## src/rtl/microstep_position_if.sv

```systemverilog
// Step/direction bus between an external controller and the microstep position front end.
// The controller side uses master; the position logic uses slave.
interface microstep_position_if #(
  parameter int unsigned CYCLE_W = 16
);
  logic               enable;
  logic               step;
  logic               dir;
  logic [5:0]         step_size;
  logic               clear;
  logic [7:0]         pos;
  logic               pos_valid;
  logic [CYCLE_W-1:0] cycle_count;
  logic               fault;

  modport master (
    output enable, step, dir, step_size, clear,
    input  pos, pos_valid, cycle_count, fault
  );

  modport slave (
    input  enable, step, dir, step_size, clear,
    output pos, pos_valid, cycle_count, fault
  );
endinterface

```

## src/rtl/microstep_position.sv

```systemverilog
// Converts asynchronous STEP/DIR pulses into the 0..191 electrical position with a
// signed electrical-cycle count and a sticky illegal-step-size fault.
module microstep_position #(
  parameter int unsigned SYNC_STAGES = 2,
  parameter int unsigned CYCLE_W     = 16
) (
  input logic                  clk,
  input logic                  resetn,
  microstep_position_if.slave  bus
);

  localparam logic [8:0]         POS_SPAN = 9'd192;
  localparam logic [CYCLE_W-1:0] CYC_ONE  = {{(CYCLE_W-1){1'b0}}, 1'b1};

  logic [SYNC_STAGES-1:0] step_sync;
  logic [SYNC_STAGES-1:0] dir_sync;
  logic                   step_d;
  logic                   rise;
  logic                   dir_s;

  logic [7:0]         pos_q,   pos_n;
  logic [CYCLE_W-1:0] cyc_q,   cyc_n;
  logic               fault_q, fault_n;
  logic               valid_q, valid_n;

  logic [8:0] size9;
  logic [8:0] fwd_sum;
  logic [8:0] fwd_wrap;
  logic [8:0] rev_wrap;
  logic [8:0] rev_diff;
  logic       size_ok;

  always_ff @(posedge clk or negedge resetn) begin
    if (!resetn) begin
      step_sync <= '0;
      dir_sync  <= '0;
      step_d    <= 1'b0;
      pos_q     <= '0;
      cyc_q     <= '0;
      fault_q   <= 1'b0;
      valid_q   <= 1'b0;
    end else begin
      step_sync <= {step_sync[SYNC_STAGES-2:0], bus.step};
      dir_sync  <= {dir_sync[SYNC_STAGES-2:0], bus.dir};
      step_d    <= step_sync[SYNC_STAGES-1];
      pos_q     <= pos_n;
      cyc_q     <= cyc_n;
      fault_q   <= fault_n;
      valid_q   <= valid_n;
    end
  end

  // dir is tapped at the same stage as step so a step always sees its own direction
  assign rise  = step_sync[SYNC_STAGES-1] & ~step_d;
  assign dir_s = dir_sync[SYNC_STAGES-1];

  assign size9    = {3'b000, bus.step_size};
  assign fwd_sum  = {1'b0, pos_q} + size9;
  assign fwd_wrap = fwd_sum - POS_SPAN;
  assign rev_wrap = {1'b0, pos_q} + POS_SPAN - size9;
  assign rev_diff = {1'b0, pos_q} - size9;
  assign size_ok  = (bus.step_size != 6'd0) && (bus.step_size <= 6'd48);

  always_comb begin
    pos_n   = pos_q;
    cyc_n   = cyc_q;
    fault_n = fault_q;
    valid_n = 1'b0;
    if (bus.clear) begin
      pos_n   = '0;
      cyc_n   = '0;
      fault_n = 1'b0;
    end else if (rise && bus.enable) begin
      if (!size_ok) begin
        fault_n = 1'b1;
      end else begin
        valid_n = 1'b1;
        if (dir_s) begin
          if (fwd_sum >= POS_SPAN) begin
            pos_n = fwd_wrap[7:0];
            cyc_n = cyc_q + CYC_ONE;
          end else begin
            pos_n = fwd_sum[7:0];
          end
        end else begin
          if ({1'b0, pos_q} < size9) begin
            pos_n = rev_wrap[7:0];
            cyc_n = cyc_q - CYC_ONE;
          end else begin
            pos_n = rev_diff[7:0];
          end
        end
      end
    end
  end

  assign bus.pos         = pos_q;
  assign bus.cycle_count = cyc_q;
  assign bus.fault       = fault_q;
  assign bus.pos_valid   = valid_q;

endmodule

```

## src/flat_wrapper.sv

```systemverilog
// flat-port wrapper written by rule: the top's interface ports become plain ports
module microstep_position_flat 
#(
  parameter int unsigned SYNC_STAGES = 2,
  parameter int unsigned CYCLE_W     = 16
)
  (clk, resetn, bus_enable, bus_step, bus_dir, bus_step_size, bus_clear, bus_pos, bus_pos_valid, bus_cycle_count, bus_fault);
  microstep_position_if #(.CYCLE_W(CYCLE_W)) bus_i ();
  input logic clk;
  input logic resetn;
  input wire logic [$bits(bus_i.enable)-1:0] bus_enable;
  input wire logic [$bits(bus_i.step)-1:0] bus_step;
  input wire logic [$bits(bus_i.dir)-1:0] bus_dir;
  input wire logic [$bits(bus_i.step_size)-1:0] bus_step_size;
  input wire logic [$bits(bus_i.clear)-1:0] bus_clear;
  output wire logic [$bits(bus_i.pos)-1:0] bus_pos;
  output wire logic [$bits(bus_i.pos_valid)-1:0] bus_pos_valid;
  output wire logic [$bits(bus_i.cycle_count)-1:0] bus_cycle_count;
  output wire logic [$bits(bus_i.fault)-1:0] bus_fault;
  assign bus_i.enable = bus_enable;
  assign bus_i.step = bus_step;
  assign bus_i.dir = bus_dir;
  assign bus_i.step_size = bus_step_size;
  assign bus_i.clear = bus_clear;
  assign bus_pos = bus_i.pos;
  assign bus_pos_valid = bus_i.pos_valid;
  assign bus_cycle_count = bus_i.cycle_count;
  assign bus_fault = bus_i.fault;
  microstep_position #(.SYNC_STAGES(SYNC_STAGES), .CYCLE_W(CYCLE_W)) u_core (.clk(clk), .resetn(resetn), .bus(bus_i));
endmodule
```

## config.mk

```make
export PLATFORM = sky130hd
export DESIGN_NAME = microstep_position_flat
export DESIGN_NICKNAME = d
export VERILOG_FILES = /design/src/rtl/microstep_position_if.sv /design/src/rtl/microstep_position.sv /design/src/flat_wrapper.sv
export SDC_FILE = /design/constraint.sdc
export NUM_CORES = 1
export LEC_CHECK = 0
export ABC_AREA = 1
export CAP_MARGIN = 0
export CORE_ASPECT_RATIO = 0.5
export CORE_UTILIZATION = 57
export DETAILED_ROUTE_END_ITERATION = 10
export PLACE_DENSITY = 0.81
export SLEW_MARGIN = 20
export SYNTH_ARGS = -nofsm -noshare
export SYNTH_HDL_FRONTEND = slang
export SYNTH_SLANG_ARGS = --single-unit
```

## constraint.sdc

```tcl
create_clock -name clk -period 3.5 [get_ports clk]
set_input_delay 0.875 -clock clk [delete_from_list [all_inputs] [get_ports clk]]
set_output_delay 0.875 -clock clk [all_outputs]
set_load 0.01 [all_outputs]
```

# Word level (Yosys, flattened, before mapping)
# Index checks and enable logic that the tools add are counted.
[word_totals] in_bits=12 out_inout_bits=26 reg_bits=31
[classes] magnitude_cmp=3 n_eq_ne=2 bitwise=2 reduce_logical=9 add_sub_neg=7 muxes=18
[op_table] cell="$mux 16" count=6
[op_table] cell="$mux 8" count=6
[op_table] cell="$add 16x1->16 const B" count=1
[op_table] cell="$sub 16x1->16 const B" count=1
[op_table] cell="$sub 8x6->8" count=2
[op_table] cell="$add 8x6->9" count=1
[op_table] cell="$ge 9x8->1 const B" count=1
[op_table] cell="$add 8x8->8 const B" count=1
[op_table] cell="$lt 8x6->1" count=1
[op_table] cell="$sub 8x8->8 const B" count=1
[op_table] cell="$le 6x6->1 const B" count=1
[op_table] cell="$mux 1" count=6
[op_table] cell="$reduce_bool 6->1" count=1
[op_table] cell="$reduce_and 2->1" count=2
[op_table] cell="$reduce_and 4->1" count=1
[op_table] cell="$reduce_bool 2->1" count=2
[op_table] cell="$ne 3x3->1 const B" count=1
[op_table] cell="$reduce_bool 3->1" count=1
[op_table] cell="$logic_and 1x1->1" count=2
[op_table] cell="$ne 2x2->1 const B" count=1
[op_table] cell="$and 1x1->1" count=1
[op_table] cell="$not 1->1" count=1

# Logic depth before layout (Yosys ltp)
# Gate-level depths: netlist of the first run.
[logic_depth] ltp_word=7 mapped_depth=22 ltp_nobuf=21

# Worst setup path after synthesis of the first run
# OpenSTA, ideal clock, no wires.
[synth_path] kind="input port to flip-flop" from="input bus_step_size[2]" to="register u_core.cyc_q[1] (netlist: u_core.bus.cycle_count[1])" setup_ns=0.117 path_slack_ns=0.395 stages=21 path_buffers=2 t_arrival_ns=2.989 path_cell_list="inv_1 -> ha_1 -> buf_6 -> nor2_1 -> nand3_1 -> nand3_1 -> nand2_1 -> nand2_1 -> ha_1 -> nand3_1 -> nor2_1 -> nand3_1 -> nor2_1 -> nand2_2 -> nand3_2 -> nand2_2 -> nand2_4 -> nand2_4 -> buf_6 -> nand2_1 -> nand2_1"
[synth_between] elab_chain_cells=4
[synth_rtl] item="start: declaration" line_no="flat_wrapper.sv:14" rtl="input wire logic [$bits(bus_i.step_size)-1:0] bus_step_size;"
[synth_rtl] item="$add 8x6->9 (tied with other cells)" line_no="microstep_position.sv:58" rtl="assign fwd_sum = {1'b0, pos_q} + size9;"
[synth_rtl] item="$ge 9x8->1 / $logic_and 1x1->1 (equally long branches)" line_no="microstep_position.sv:79, microstep_position.sv:62"
[synth_rtl] item="$ne 3x3->1 (no line) / $reduce_bool 2->1 (equally long branches)"
[synth_rtl] item="$reduce_and 4->1 (no line) *"
[synth_rtl] item="end signal: assignment" line_no="microstep_position.sv:47" rtl="cyc_q <= cyc_n;"
[synth_rtl] item="end: declaration" line_no="microstep_position.sv:22" rtl="logic [CYCLE_W-1:0] cyc_q, cyc_n;"
# Mark *: on every way between the ends. The rest lies on a longest branch, timed or not.
# A chain may end at the register's enable or synchronous reset.

# Worst setup path in the final report of the first run
[layout_path] from="input bus_step_size[2]" to="register u_core.cyc_q[6] (netlist: u_core.bus.cycle_count[6])"
# The elaborated chain is that of the path after synthesis.

==> metrics, run 1 <==
Critical R2R Launch u_core.dir_sync[1]$_DFF_PN0_; drt pass-1 iters 5; gr ovfl total 0; P_int 0.0007460 W; Routability Congestion 0.9248; Die ar. 5763 sq um; Seq/Total Area, Yosys 0.2499; Overall Global Routing Usage 0.2760; Port Buffers 37; starting density of the core 0.6099; CTS Buf Count 5; Hold Crit Start u_core.step_sync[0]$_DFF_PN0_; XOR/XNOR share of the synthesized area 0.04232; maxcap violations 0; Synth cell types 32; Fmax 0.3047 GHz; # clock sinks 31; end of the worst register-to-register path u_core.bus.cycle_count[10]$_DFFE_PN0P_; vias per cell 5.337; fraction of synthesized area in multiplexers 0; maximum vdd drop approximately 0.00024 V; adder-cell share of the synthesized area 0.1886; total core area 5090 sq um; DIE WIDTH 106.4 um; number of DRC markers after the initial detailed-route iteration 161; switching share of power 0.3613; hold path endpoint u_core.step_sync[1]$_DFF_PN0_; worst min path class register to register; Worst Tran Pin Value 0.7202 ns; post-synthesis compound-gate area fraction 0.09190; Comb pwr share 0.400; Clock Tree Buf Depth 2; # IOs 38; r2r worst-path depth 13; fillcell total 426; Async S/R FF share, synth 1.000; largest net degree at the start of global routing 32; slew margin rel. 0.5193; RSZ-0062 raised after global routing no; hpwl dp 6019 um; clk slew on worst S/H paths 0.06 ns; H-Tree Level Count 2; cell count of the worst hold path 0; total wire length about 7400 um; Antenna Diode Count 0; row count 18; Syn. warnings 0; Psw approximately 0.00042 W; Post-synth EDFFs 0; Final Util 0.7581; syn nets 501; Post-DRT Antenna Nets 0; Non-Filler Instances 585; simple-gate share of the synthesized area 0.3470; vias in the first global route 2,778; first-pass GRT wire length 12,200 um; Root Buffer clkbuf_8; flops & latches, synth 31; footprint of the multi-input gates around 2100 sq um; predominant post-synthesis flop cell dfrtp_1; clock power share 0.242; CP required 3.68 ns; via count 3,122; post-route DRC violation count 0; Tmin final 3.282 ns; share of layout cells above drive strength 1 0.1068; Worst EP arrival between 3 and 4 ns; Synth-to-Final Area Change 24.30%; drt wl/cell 12.73 um; r2r setup slk roughly 0.75 ns; register share of total power 0.358; Die H 54.18 um; Mean Syn Cell Area 6.945 sq um; Final TNS setup 0 ns; clk_lat worst skew 0.28 ns; leak pwr 2.095 nW; CTS tree built; CTS hold repair buffers 0; Period Utilization, post-route 0.9377; Final #Nets 569; initial antenna violation count 0; Register Area 775.7 sq um; crit end category register; Final Total Pwr 0.001168 W; Syn Std Cell Area 3104 sq um; status completed; crit start category primary input; Setup Buffers After CTS 0; CP Class primary input to register; Post-CTS Resized 0; final hold viol count 0; largest family of logic cells by synthesized area simple AND/OR/NAND/NOR gates; Slew Limit Fails 0; Post-Synthesis Cells 447; Setup-failing EPs final 0; worst clock skew 0.003028 ns; CP max FO 16; pwr dens 302.7 nW/um^2; Inst Count DP 578
cell usage in the layout, fill, tap and decap left out, drive strengths merged:
master / netlist / layout
a21oi: 19 / 19
clkbuf: 1 / 6
o21a: 1 / 1
xor2: 9 / 9
fa: 8 / 8
inv: 54 / 54
nand4: 7 / 7
o21bai: 7 / 7
nor2: 33 / 33
or2: 1 / 1
buf: 5 / 30
a31oi: 5 / 5
o22ai: 1 / 1
nor3: 4 / 4
a21boi: 1 / 1
xnor2: 6 / 6
dfrtp: 31 / 31
ha: 34 / 34
clkdlybuf4s50: 0 / 37
nand3b: 1 / 1
o211ai: 1 / 1
clkinv: 0 / 1
nand2: 147 / 147
nand3: 57 / 57
o21ai: 14 / 14
registers in the layout, indices dropped and copies added, names as in the netlist:
signal / cells
u_core.bus.cycle_count: 16
u_core.bus.pos: 8
u_core.dir_sync: 2
u_core.step_sync: 2
u_core.bus.fault: 1
u_core.bus.pos_valid: 1
u_core.step_d: 1
cells in the mapped netlist (6+ instances only):
master / instances / area [sq um]
xnor2_1: 6 / 52.55
ha_1: 34 / 425.4
nand4_1: 6 / 37.54
o21bai_1: 6 / 45.04
nor2_1: 33 / 123.9
dfrtp_1: 31 / 775.7
a21oi_1: 18 / 90.09
fa_1: 8 / 160.2
xor2_1: 9 / 78.83
inv_1: 52 / 195.2
nand3_1: 56 / 280.3
nand2_1: 140 / 525.5
o21ai_0: 14 / 70.07
worst max-delay path: stages:
cell and delay [ns]:
clkdlybuf4s50_1 0.47, inv_1 0.05, ha_1 0.32, nor2_1 0.18, nand3_1 0.12, nand3_1 0.11
nand2_1 0.07, nand2_1 0.08, ha_1 0.15, nand3_1 0.07, nor2_1 0.10, nand3_1 0.08
nor2_1 0.12, nand2_2 0.07, nand3_2 0.09, nand2_2 0.07, nand2_4 0.10, nand2_4 0.13
nand2_1 0.11, nand2_1 0.05
power groups by stage:
stage | clock, W | sequential (W) | combinational, W
floorplan | 0 | 0.000427 | 0.000288
global placement | 0 | 0.000424 | 0.000452
detailed placement | 0 | 0.000424 | 0.000459
CTS | 0.000284 | 0.000418 | 0.000460
global route | 0.000299 | 0.000422 | 0.000530
finish | 0.000282 | 0.000418 | 0.000468
metrics by stage:
step                      setup WS, ns  cell area, sq um  hold WS, ns
after floorplan                 0.3946              3104       0.3312
after global placement        -0.04924              3741       0.3336
after detailed placement       -0.1288              3741       0.3410
after CTS                       0.1611              3829       0.3542
after global routing          0.001550              3859       0.3644
final                           0.2181              3859       0.3493
how the worst max path moves through the flow:
stage               slack, ns              from                               endpoint  cells past startpoint
detailed placement      -0.13  bus_step_size[3]  u_core.bus.cycle_count[6]$_DFFE_PN0P_                     20
floorplan                0.39  bus_step_size[2]  u_core.bus.cycle_count[1]$_DFFE_PN0P_                     21
global placement        -0.05  bus_step_size[3]  u_core.bus.cycle_count[9]$_DFFE_PN0P_                     20
finish                   0.22  bus_step_size[2]  u_core.bus.cycle_count[6]$_DFFE_PN0P_                     20
CTS                      0.16  bus_step_size[3]  u_core.bus.cycle_count[5]$_DFFE_PN0P_                     20
global route            0.002  bus_step_size[2]  u_core.bus.cycle_count[9]$_DFFE_PN0P_                     20
layer usage:
layer / global-route usage / up-vias / wire length [um]
li1: - / 1588 / -
met1: 0.3705 / 1435 / 3616
met2: 0.4773 / 88 / 3341
met3: 0.03390 / 11 / 387
met4: 0.08565 / 0 / 102
met5: 0 / - / 0
cells by family (layout without fill, tap and decap cells):
| group | after synthesis | count (layout) |
|---|---|---|
| simple gates | 250 | 250 |
| buf+inv | 60 | 128 |
| flops | 31 | 31 |
| xor+xnor | 15 | 15 |
| compound gates | 49 | 49 |
| fa+ha+maj | 42 | 42 |
area by class of cell:
type / instances / area share
Clock buffer: 6 / 0.02140
Timing Repair Buffer: 67 / 0.1543
Sequential cell: 31 / 0.2010
Clock inverter: 1 / 0.001297
Inverter: 54 / 0.05253
Multi-Input combinational cell: 356 / 0.5467
Tap cell: 70 / 0.02270
Power figures use the tool's default switching activity.
==> run 2, diff against run 1 <==
ABC_CLOCK_PERIOD_IN_PS = 3500   (was not set)
==> results of run 2 <==
The final DEF is identical to that of run 1; final timing and power are the same.
==> run 3, diff against run 2 <==
ABC_CLOCK_PERIOD_IN_PS = 3540   (was 3500)
CORE_ASPECT_RATIO = 0.8   (was 0.5)
clock period = 3.54 ns   (was 3.5 ns; I/O delays follow)
==> metrics, run 3 (synthesized netlist as in run 1, its figures left out) <==
status complete, but fails checks (was completed); failing checks DRC; CTS tree built (unchanged); largest net degree at the start of global routing 32 (unchanged); post-route DRC violation count 1 (was 0); pre-CTS WS -0.1076 ns (was -0.1288 ns); Non-Filler Instances 578 (was 585); CP Class primary input to register (unchanged); total core area 5122 sq um (was 5090 sq um); share of layout cells above drive strength 1 0.1260 (was 0.1068); max incr delay on CP 0.45 ns (was 0.47 ns); Period Utilization, post-route 0.9311; final worst slack 0.2440 ns (was 0.2181 ns); final hold viol count 0 (unchanged); Register Area 775.7 sq um (unchanged); leak pwr 2.095 nW (about the same); Final #Nets 570 (was 569); row count 23 (was 18); vias per cell 5.500 (was 5.337); Antenna Diode Count 0 (unchanged); r2r setup slk 0.90 ns (was 0.75 ns); Die H 68.01 um (was 54.18 um); Routability Congestion 0.9808 (was 0.9248); CTS Buf Count 5 (unchanged); most frequent cells in the layout 138 x nand2_1, 55 x nand3_1, 52 x inv_1 (was 140 x nand2_1, 56 x nand3_1, 52 x inv_1); CP required 3.75 ns (was 3.68 ns); clk_lat worst skew 0.27 ns (was 0.28 ns); maxcap violations 0 (unchanged); fillcell total 398 (was 426); Fmax 0.3034 GHz; Clock Tree Buf Depth 2 (unchanged); max FFs per register 16 (unchanged); Overall Global Routing Usage 0.2882 (was 0.2760); worst min path class register to register (unchanged); Final Total Pwr 0.001172 W (was 0.001168 W); Inst Count DP 569 (was 578); drt wl/cell 14.09 um (was 12.73 um); footprint of the multi-input gates 2155 sq um (was 2110 sq um); Setup-failing EPs final 0 (unchanged); hold slack 0.3477 ns (was 0.3493 ns); Crit-path slowest cell clkdlybuf4s50_1 (unchanged); number of DRC markers after the initial detailed-route iteration 283 (was 161); DIE WIDTH 84.51 um (was 106.4 um); hpwl dp 6315 um (was 6019 um); H-Tree Level Count 2 (unchanged); crit start category primary input (unchanged); worst clock skew 0.004607 ns (was 0.003028 ns); slew margin rel. 0.4933 (was 0.5193); Slew Limit Fails 0 (unchanged); clk slew on worst S/H paths 0.06 ns (about the same); via count 3,179 (was 3,122); first-pass GRT wire length 13,010 um (was 12,200 um); most common cell after layout, fill and taps aside nand2_1 (unchanged); pwr dens 300.1 nW/um^2 (was 302.7 nW/um^2); Worst path top cell family by delay simple AND/OR/NAND/NOR gates (unchanged); Root Buffer clkbuf_8 (unchanged); # clock sinks 31 (unchanged); # IOs 38 (unchanged); Worst Tran Pin Value 0.7592 ns (was 0.7202 ns); WP buf/inv 2 (unchanged); total wire length 8146 um (was 7447 um); Final TNS setup 0 ns (unchanged); drt pass-1 iters 8 (was 5); Tmin final 3.296 ns; Post-DRT Antenna Nets 0 (unchanged); crit end category register (unchanged); CP max FO 5 (was 16); Port Buffers 37 (unchanged); Synth-to-Final Area Change 25.80% (was 24.30%); gr ovfl total 0 (unchanged); CP most frequent cell nand3_1; initial antenna violation count 0 (unchanged); starting density of the core 0.6060 (was 0.6099); vias in the first global route 2,773 (was 2,778); critical-path cell list clkdlybuf4s50_1, ha_2, fa_2, nand3_1, nand4_1, nand2_1, ha_1, nand3_1, nor2_1, nand3_1, nor2_2, nand2_2, nand3_2, nand2_2, nand2_4, buf_4, nand3_1, nand2_1 (was clkdlybuf4s50_1, inv_1, ha_1, nor2_1, nand3_1, nand3_1, nand2_1, nand2_1, ha_1, nand3_1, nor2_1, nand3_1, nor2_1, nand2_2, nand3_2, nand2_2, nand2_4, nand2_4, nand2_1, nand2_1); Die ar. 5747 sq um (was 5763 sq um); maximum vdd drop 0.0003129 V (was 0.0002382 V); Worst EP arrival 3.51 ns (was 3.46 ns)
## run 3: timing repair
action / CTS / global route
setup buffers: 0 / 2
setup endpoints to repair: 0 / 17
hold buffers: 0 / 0
resized for setup: 0 / 16
## run 3: layout make-up
class,instances,area share
repair buffers,68,0.1554
multi-input cells,356,0.5517
clock inverters,1,0.001282
inverters,54,0.05191
flip-flops and latches,31,0.1987
well taps,62,0.01987
clock buffers,6,0.02115
## run 3: per-layer routing
layer	GRT usage	routed length, um
met1	0.4275	3933
met4	0.04237	23
met2	0.4583	3661
met5	0	0
met3	0.03981	527
## run 3: stage by stage
step | instance area [sq um] | util
floorplan | 3104 | -
global placement | 3724 | 0.7269
detailed placement | 3724 | 0.7269
CTS | 3811 | 0.7440
global route | 3905 | 0.7623
finish | 3905 | 0.7623
## run 3: final timing paths
kind | from | endpoint | depth (start not counted)
max in group asynchronous | resetn | u_core.dir_sync[0]$_DFF_PN0_ | 2
min in group asynchronous | resetn | u_core.bus.cycle_count[5]$_DFFE_PN0P_ | 2
worst min register to register | u_core.step_sync[0]$_DFF_PN0_ | u_core.step_sync[1]$_DFF_PN0_ | 0
worst max-delay path | bus_step_size[0] | u_core.bus.cycle_count[12]$_DFFE_PN0P_ | 18
worst max register to register | u_core.bus.pos[0]$_DFFE_PN0P_ | u_core.bus.cycle_count[12]$_DFFE_PN0P_ | 17
worst min-delay path | u_core.step_sync[0]$_DFF_PN0_ | u_core.step_sync[1]$_DFF_PN0_ | 0
## run 3: worst register-to-register path, delay by kind of cell (launching register included)
family,cells,cell delay [ns]
buffers and inverters,1,0.15
and+or+nand+nor,13,1.24
DFF,1,0.41
adders and majority gates,3,0.78
## run 3: report_power, final
part,internal [W],switching [W],total (W)
Combinational,0.000209,0.000277,0.000486
Clock,0.000152,0.000123,0.000275
Sequential,0.000382,0.0000287,0.000410
